### config.mk
export PLATFORM = sky130hd
export DESIGN_NAME = display_capture_flat
export DESIGN_NICKNAME = d
export VERILOG_FILES = /design/src/rtl/display_capture_if.sv /design/src/rtl/display_capture.sv /design/src/flat_wrapper.sv
export SDC_FILE = /design/constraint.sdc
export NUM_CORES = 1
export LEC_CHECK = 0
export ABC_AREA = 1
export BUFFER_PORTS_ARGS = -buffer_cell sky130_fd_sc_hd__buf_2
export CAP_MARGIN = 20
export CORE_AREA = 3 3 90 134
export CTS_BUF_LIST = sky130_fd_sc_hd__clkbuf_4 sky130_fd_sc_hd__clkbuf_8 sky130_fd_sc_hd__clkbuf_16
export CTS_CLUSTER_SIZE = 8
export DETAILED_ROUTE_END_ITERATION = 16
export DIE_AREA = 0 0 93 137
export PLACE_DENSITY = 0.43
export SLEW_MARGIN = 30
export SYNTH_ARGS = -nofsm -noshare
export SYNTH_HDL_FRONTEND = slang
export SYNTH_SLANG_ARGS = --single-unit
### constraint.sdc
create_clock -name clk -period 2.8 [get_ports clk]
set_clock_uncertainty 0.2 [all_clocks]
set_input_delay 0.14 -clock clk [delete_from_list [all_inputs] [get_ports clk]]
set_output_delay 0.14 -clock clk [all_outputs]
set_load 0.02 [all_outputs]
### src/rtl/display_capture_if.sv
// Scanned seven-segment bus plus the rebuilt frame outputs of display_capture.
interface display_capture_if #(
  parameter int unsigned NUM_DIGITS = 4
);
  logic [3:0]              sm_duan;
  logic                    sm_dot;
  logic [7:0]              sm_wei;
  logic [4*NUM_DIGITS-1:0] data_out;
  logic [NUM_DIGITS-1:0]   dots_out;
  logic                    frame_valid;
  logic                    frame_err;
  logic                    blank;

  modport master (
    output sm_duan, sm_dot, sm_wei,
    input  data_out, dots_out, frame_valid, frame_err, blank
  );

  modport slave (
    input  sm_duan, sm_dot, sm_wei,
    output data_out, dots_out, frame_valid, frame_err, blank
  );
endinterface

### src/rtl/display_capture.sv
// Oversamples a multiplexed seven-segment scan and rebuilds the digit frame.
// Optional input synchronizer: define DISPLAY_CAPTURE_SYNC_EN.
module display_capture #(
  parameter int unsigned NUM_DIGITS    = 4,
  parameter int unsigned STABLE_CYCLES = 3,
  parameter int unsigned BLANK_TIMEOUT = 64
) (
  input  logic             clk,
  input  logic             rst,
  display_capture_if.slave bus
);
  localparam int unsigned SAMP_W = 13;
  localparam int unsigned DATA_W = 4 * NUM_DIGITS;
  localparam logic [7:0]            UPPER_MASK = 8'(8'hFF << NUM_DIGITS);
  localparam logic [SAMP_W-1:0]     IDLE_SAMP  = {8'hFF, 5'h00};
  localparam logic [3:0]            STABLE_MAX = 4'(STABLE_CYCLES);
  localparam logic [9:0]            BLANK_MAX  = 10'(BLANK_TIMEOUT);
  localparam logic [NUM_DIGITS-1:0] SEEN_ALL   = '1;
  localparam logic [NUM_DIGITS-1:0] SEEN_FIRST = NUM_DIGITS'(1);

  typedef enum logic [1:0] {SYNC, COLLECT, BLANKED} state_t;

  state_t                  state, state_nxt;
  logic [SAMP_W-1:0]       raw, samp, samp_prev;
  logic [3:0]              stab_cnt, stab_nxt;
  logic [9:0]              blank_cnt, blank_cnt_nxt;
  logic [NUM_DIGITS-1:0]   seen, seen_nxt;
  logic [DATA_W-1:0]       shadow_data, shadow_data_nxt, data_nxt;
  logic [NUM_DIGITS-1:0]   shadow_dots, shadow_dots_nxt, dots_nxt;
  logic                    frame_valid_nxt, frame_err_nxt, store_en;
  logic [7:0]              samp_wei, low_sel;
  logic                    samp_dot;
  logic [3:0]              samp_nib;
  logic                    same, accept, idle_raw, blank_trig;
  logic                    is_digit, is_bad;
  logic [NUM_DIGITS-1:0]   dig_oh;

  assign raw = {bus.sm_wei, bus.sm_dot, bus.sm_duan};

`ifdef DISPLAY_CAPTURE_SYNC_EN
  logic [SAMP_W-1:0] sync_q1, sync_q2;

  // Two-flop synchronizer; resets to an all-inactive select so no false BAD
  always_ff @(posedge clk) begin
    if (rst) begin
      sync_q1 <= IDLE_SAMP;
      sync_q2 <= IDLE_SAMP;
    end else begin
      sync_q1 <= raw;
      sync_q2 <= sync_q1;
    end
  end
  assign samp = sync_q2;
`else
  assign samp = raw;
`endif

  assign samp_wei = samp[12:5];
  assign samp_dot = samp[4];
  assign samp_nib = samp[3:0];

  // Stability filter: accept fires once, on the cycle the count reaches STABLE_CYCLES
  assign same     = (samp == samp_prev);
  assign stab_nxt = !same ? 4'd1 :
                    (stab_cnt == STABLE_MAX) ? STABLE_MAX : stab_cnt + 4'd1;
  assign accept   = same && (stab_cnt == STABLE_MAX - 4'd1);

  // Blank detection runs on raw samples, independent of the filter
  assign idle_raw      = (samp_wei == 8'hFF);
  assign blank_cnt_nxt = !idle_raw ? 10'd0 :
                         (blank_cnt == 10'h3FF) ? blank_cnt : blank_cnt + 10'd1;
  assign blank_trig    = idle_raw && (blank_cnt == BLANK_MAX - 10'd1);

  assign low_sel  = ~samp_wei & ~UPPER_MASK;
  assign is_digit = ((samp_wei & UPPER_MASK) == UPPER_MASK) && $onehot(low_sel);
  assign is_bad   = !is_digit && !idle_raw;
  assign dig_oh   = low_sel[NUM_DIGITS-1:0];

  always_ff @(posedge clk) begin
    if (rst) begin
      state           <= SYNC;
      samp_prev       <= IDLE_SAMP;
      stab_cnt        <= '0;
      blank_cnt       <= '0;
      seen            <= '0;
      shadow_data     <= '0;
      shadow_dots     <= '0;
      bus.data_out    <= '0;
      bus.dots_out    <= '0;
      bus.frame_valid <= 1'b0;
      bus.frame_err   <= 1'b0;
      bus.blank       <= 1'b0;
    end else begin
      state           <= state_nxt;
      samp_prev       <= samp;
      stab_cnt        <= stab_nxt;
      blank_cnt       <= blank_cnt_nxt;
      seen            <= seen_nxt;
      shadow_data     <= shadow_data_nxt;
      shadow_dots     <= shadow_dots_nxt;
      bus.data_out    <= data_nxt;
      bus.dots_out    <= dots_nxt;
      bus.frame_valid <= frame_valid_nxt;
      bus.frame_err   <= frame_err_nxt;
      bus.blank       <= (state_nxt == BLANKED);
    end
  end

  // Frame FSM; blank timeout outranks any acceptance in the same cycle
  always_comb begin
    state_nxt       = state;
    seen_nxt        = seen;
    shadow_data_nxt = shadow_data;
    shadow_dots_nxt = shadow_dots;
    data_nxt        = bus.data_out;
    dots_nxt        = bus.dots_out;
    frame_valid_nxt = 1'b0;
    frame_err_nxt   = 1'b0;
    store_en        = 1'b0;

    if (blank_trig) begin
      state_nxt = BLANKED;
      seen_nxt  = '0;
    end else if (accept && is_bad) begin
      frame_err_nxt = 1'b1;
      seen_nxt      = '0;
      state_nxt     = SYNC;
    end else if (accept && is_digit) begin
      case (state)
        SYNC: begin
          if (dig_oh[0]) begin
            store_en  = 1'b1;
            seen_nxt  = SEEN_FIRST;
            state_nxt = COLLECT;
          end
        end
        COLLECT: begin
          store_en = 1'b1;
          if (dig_oh[0]) begin
            // Wrap to digit 0 publishes the frame only if every digit was seen
            if (seen == SEEN_ALL) begin
              data_nxt        = shadow_data;
              dots_nxt        = shadow_dots;
              frame_valid_nxt = 1'b1;
            end
            seen_nxt = SEEN_FIRST;
          end else begin
            seen_nxt = seen | dig_oh;
          end
        end
        BLANKED: begin
          if (dig_oh[0]) begin
            store_en  = 1'b1;
            seen_nxt  = SEEN_FIRST;
            state_nxt = COLLECT;
          end else begin
            state_nxt = SYNC;
          end
        end
        default: state_nxt = SYNC;
      endcase
    end

    if (store_en) begin
      for (int unsigned i = 0; i < NUM_DIGITS; i++) begin
        if (dig_oh[i]) begin
          shadow_data_nxt[4*i +: 4] = samp_nib;
          shadow_dots_nxt[i]        = samp_dot;
        end
      end
    end
  end

endmodule

### src/flat_wrapper.sv
// flat-port wrapper written by rule: the top's interface ports become plain ports
module display_capture_flat 
#(
  parameter int unsigned NUM_DIGITS    = 4,
  parameter int unsigned STABLE_CYCLES = 3,
  parameter int unsigned BLANK_TIMEOUT = 64
)
  (clk, rst, bus_sm_duan, bus_sm_dot, bus_sm_wei, bus_data_out, bus_dots_out, bus_frame_valid, bus_frame_err, bus_blank);
  display_capture_if #(.NUM_DIGITS(NUM_DIGITS)) bus_i ();
  input  logic clk;
  input  logic rst;
  input wire logic [$bits(bus_i.sm_duan)-1:0] bus_sm_duan;
  input wire logic [$bits(bus_i.sm_dot)-1:0] bus_sm_dot;
  input wire logic [$bits(bus_i.sm_wei)-1:0] bus_sm_wei;
  output wire logic [$bits(bus_i.data_out)-1:0] bus_data_out;
  output wire logic [$bits(bus_i.dots_out)-1:0] bus_dots_out;
  output wire logic [$bits(bus_i.frame_valid)-1:0] bus_frame_valid;
  output wire logic [$bits(bus_i.frame_err)-1:0] bus_frame_err;
  output wire logic [$bits(bus_i.blank)-1:0] bus_blank;
  assign bus_i.sm_duan = bus_sm_duan;
  assign bus_i.sm_dot = bus_sm_dot;
  assign bus_i.sm_wei = bus_sm_wei;
  assign bus_data_out = bus_i.data_out;
  assign bus_dots_out = bus_i.dots_out;
  assign bus_frame_valid = bus_i.frame_valid;
  assign bus_frame_err = bus_i.frame_err;
  assign bus_blank = bus_i.blank;
  display_capture #(.NUM_DIGITS(NUM_DIGITS), .STABLE_CYCLES(STABLE_CYCLES), .BLANK_TIMEOUT(BLANK_TIMEOUT)) u_core (.clk(clk), .rst(rst), .bus(bus_i));
endmodule
==> metrics.cfg <==
[global_route]
track_usage = 0.1335
grt_pass1_wl_mm = 13.17
grt-ovfl-total = 0
grt_max_degree = 27
grt_pass1_vias = 2779
antenna_found_initial = 0

[synth]
synth_nets = 466
yosysWarnings = 0
netlist_area_mm2 = 0.003258
synth_area_per_cell_um2 = 7.371
ys_ff_latch = 76
seq_area_frac_synth = 0.4670
synth.distinct_cells = 33
synth_cells = 442

[setup_path]
slowest_stage = fa_1
cpPeakStageDelay_ns = 0.43
crit_chain = buf_2 -> inv_1 -> ha_1 -> ha_1 -> fa_1 -> inv_1 -> nand2_1 -> nor3_1 -> buf_4 -> nand4_4 -> nor2_2 -> nand2_1 -> buf_4 -> o21ai_0 -> nor2_1
endpoint_kind = flop
arrival_ns = 2.46
critPathMaxFanout = 7
cp.required_ns = 2.83
worstSetupPathType = in -> reg
startpoint_type = primary input

[place]
port_buffers = 37
dp_hpwl_mm = 5.996
place_area_mm2 = 0.003715
place.gp.congestion = 0.7764

[clocking]
cts.sinks = 76
post_cts_resized = 0
cts_buffers = 9
cts_tree = done
cts_buffer_depth = 2
insertion_delay_ns = 0.33
path_clk_slew_ns = 0.06
root_buffer = clkbuf_16
cts_max_level = 3

[flow_run]
maxCapViolCount = 0

[die]
initial_core_util = 0.2947
io_pins = 38
dieWidth_um = 93
die-area_mm2 = 0.01274
design.core.area_mm2 = 0.01106
fp.dieH_um = 137
rows = 47

[sta]
finalHoldViolations = 0
holdWs_ns = 0.004164
setup_violations = 0
tightest_slew_ns = 0.6319
finalMaxSlewViolations = 0
fmax_ghz = 0.4105
slew_headroom = 0.5783
rsz0062_at_grt = false
post-route-period-util = 0.8700
min_period_ns = 2.436

[pwr]
p_leak_nw = 1.912
worst_ir_drop_vdd_mv = 0.2960
power.density_mw_per_mm2 = 582.8

[detailed_routing]
wire_per_inst_um = 11.97
drt_iter0_drc = 56
via_per_inst = 4.431
antenna_left = 0
drc = 0
vias = 2938
dr.pass1.iters = 4
wl_mm = 7.934

[final_layout]
fillCellCount = 1218
final_cell_mix = 91 x nand2_1, 76 x dfxtp_1, 75 x nor2_1
diodes = 0
final_area_mm2 = 0.004183
nets = 535
final_common_cell = nand2_1
area_delta_synth_final_pct = 28.38
drive_gt1_frac = 0.1899

[hold_path]
hold_class = in -> reg

[status]
status = finished, final reports clean

-- registers in the layout (all words and copies together) (netlist names) --
| signal | count |
|---|---|
| u_core.seen | 4 |
| u_core.bus.frame_valid | 1 |
| u_core.bus.frame_err | 1 |
| u_core.shadow_data | 16 |
| u_core.samp_prev | 13 |
| u_core.bus.blank | 1 |
| u_core.state | 2 |
| u_core.shadow_dots | 4 |
| u_core.blank_cnt | 10 |
| u_core.stab_cnt | 4 |
| u_core.bus.data_out | 16 |
| u_core.bus.dots_out | 4 |
-- repair_timing --
| item | 4_1_cts | 5_1_grt |
|---|---|---|
| endpoints found under the hold margin | 27 | 0 |
| hold buffers | 12 | 0 |
| setup buffers | 0 | 3 |
| setup endpoints to repair | 0 | 2 |
-- logic make-up (layout without fill, tap and decap cells) --
kind of cell | count (synthesis) | count (layout) | synth area share
buffers and inverters | 67 | 141 | 0.08410
flip-flops | 76 | 76 | 0.4670
AND/OR/NAND/NOR | 228 | 228 | 0.3091
XOR/XNOR | 4 | 4 | 0.01075
AO/OA/AOI/OAI | 58 | 58 | 0.09217
adder cells (fa/ha/maj) | 9 | 9 | 0.03687
-- critical path: cells and delay by family --
family | cells | cell delay [ns]
AO/OA/AOI/OAI | 1 | 0.18
adder cells (fa/ha/maj) | 3 | 0.93
buffers and inverters | 5 | 0.51
AND/OR/NAND/NOR | 6 | 0.72
-- path summary, 6_finish.rpt --
check	slack (ns)	cells past startpoint	end	startpoint
worst max register to register	0.64	10	u_core.bus.dots_out[3]	u_core.stab_cnt[0]
worst max-delay path	0.36	15	u_core.bus.data_out[2]	bus_sm_wei[0]
worst min register to register	0.25	2	u_core.seen[0]	u_core.seen[0]
worst min-delay path	0.004	4	u_core.samp_prev[5]	bus_sm_wei[0]
-- area by class of cell --
cell class,count,area (um^2),area share
timing repair buffer,72,503.0,0.1203
tap,147,183.9,0.04397
clock buffer,13,267.8,0.06401
clock inverter,3,45.04,0.01077
multi-input combinational,299,1463,0.3497
sequential,76,1521,0.3637
inverter,53,198.9,0.04756
-- layer usage --
layer | GRT usage | wire [um]
met1 | 0.1424 | 3234
met2 | 0.2473 | 4245
met3 | 0.01870 | 204
met4 | 0.07661 | 249
met5 | 0 | 0
-- where the power goes --
part / internal, mW / switching [mW]
Clock: 0.759 / 0.449
Sequential: 1.09 / 0.00519
Combinational: 0.0537 / 0.0784
-- cells in the mapped netlist (all sizes together) --
library cell   n  area share
nand4         21       0.045
or2            4      0.0077
fa             1      0.0061
nor3b          2      0.0046
buf            6       0.010
a211oi         1      0.0023
o21bai         1      0.0023
o21ai         29       0.045
nor3           6       0.011
a21oi         25       0.038
clkbuf         8       0.013
nand2         92        0.11
a311oi         1      0.0027
xnor2          1      0.0027
and2           1      0.0019
nand3         19       0.029
xor2           3      0.0081
dfxtp         76        0.47
nor2          82        0.10
a31oi          1      0.0019
inv           53       0.061
ha             8       0.031
nor4           1      0.0019
-- metrics by stage --
stage / total power [mW] / cells / utilization / setup WS, ns / TNS [ns]
final: 2.438 / 663 / 0.3783 / 0.3639 / 0
after global routing: 2.526 / 663 / 0.3783 / 0.09697 / 0
after CTS: 2.471 / 660 / 0.3752 / 0.2505 / 0
after detailed placement: 1.243 / 632 / 0.3360 / -0.08446 / -0.5462
after global placement: 1.242 / 632 / 0.3360 / -0.05270 / -0.2574
after floorplan: 1.193 / 442 / - / 0.07810 / 0
No activity file was read; power rests on OpenSTA's default activity.
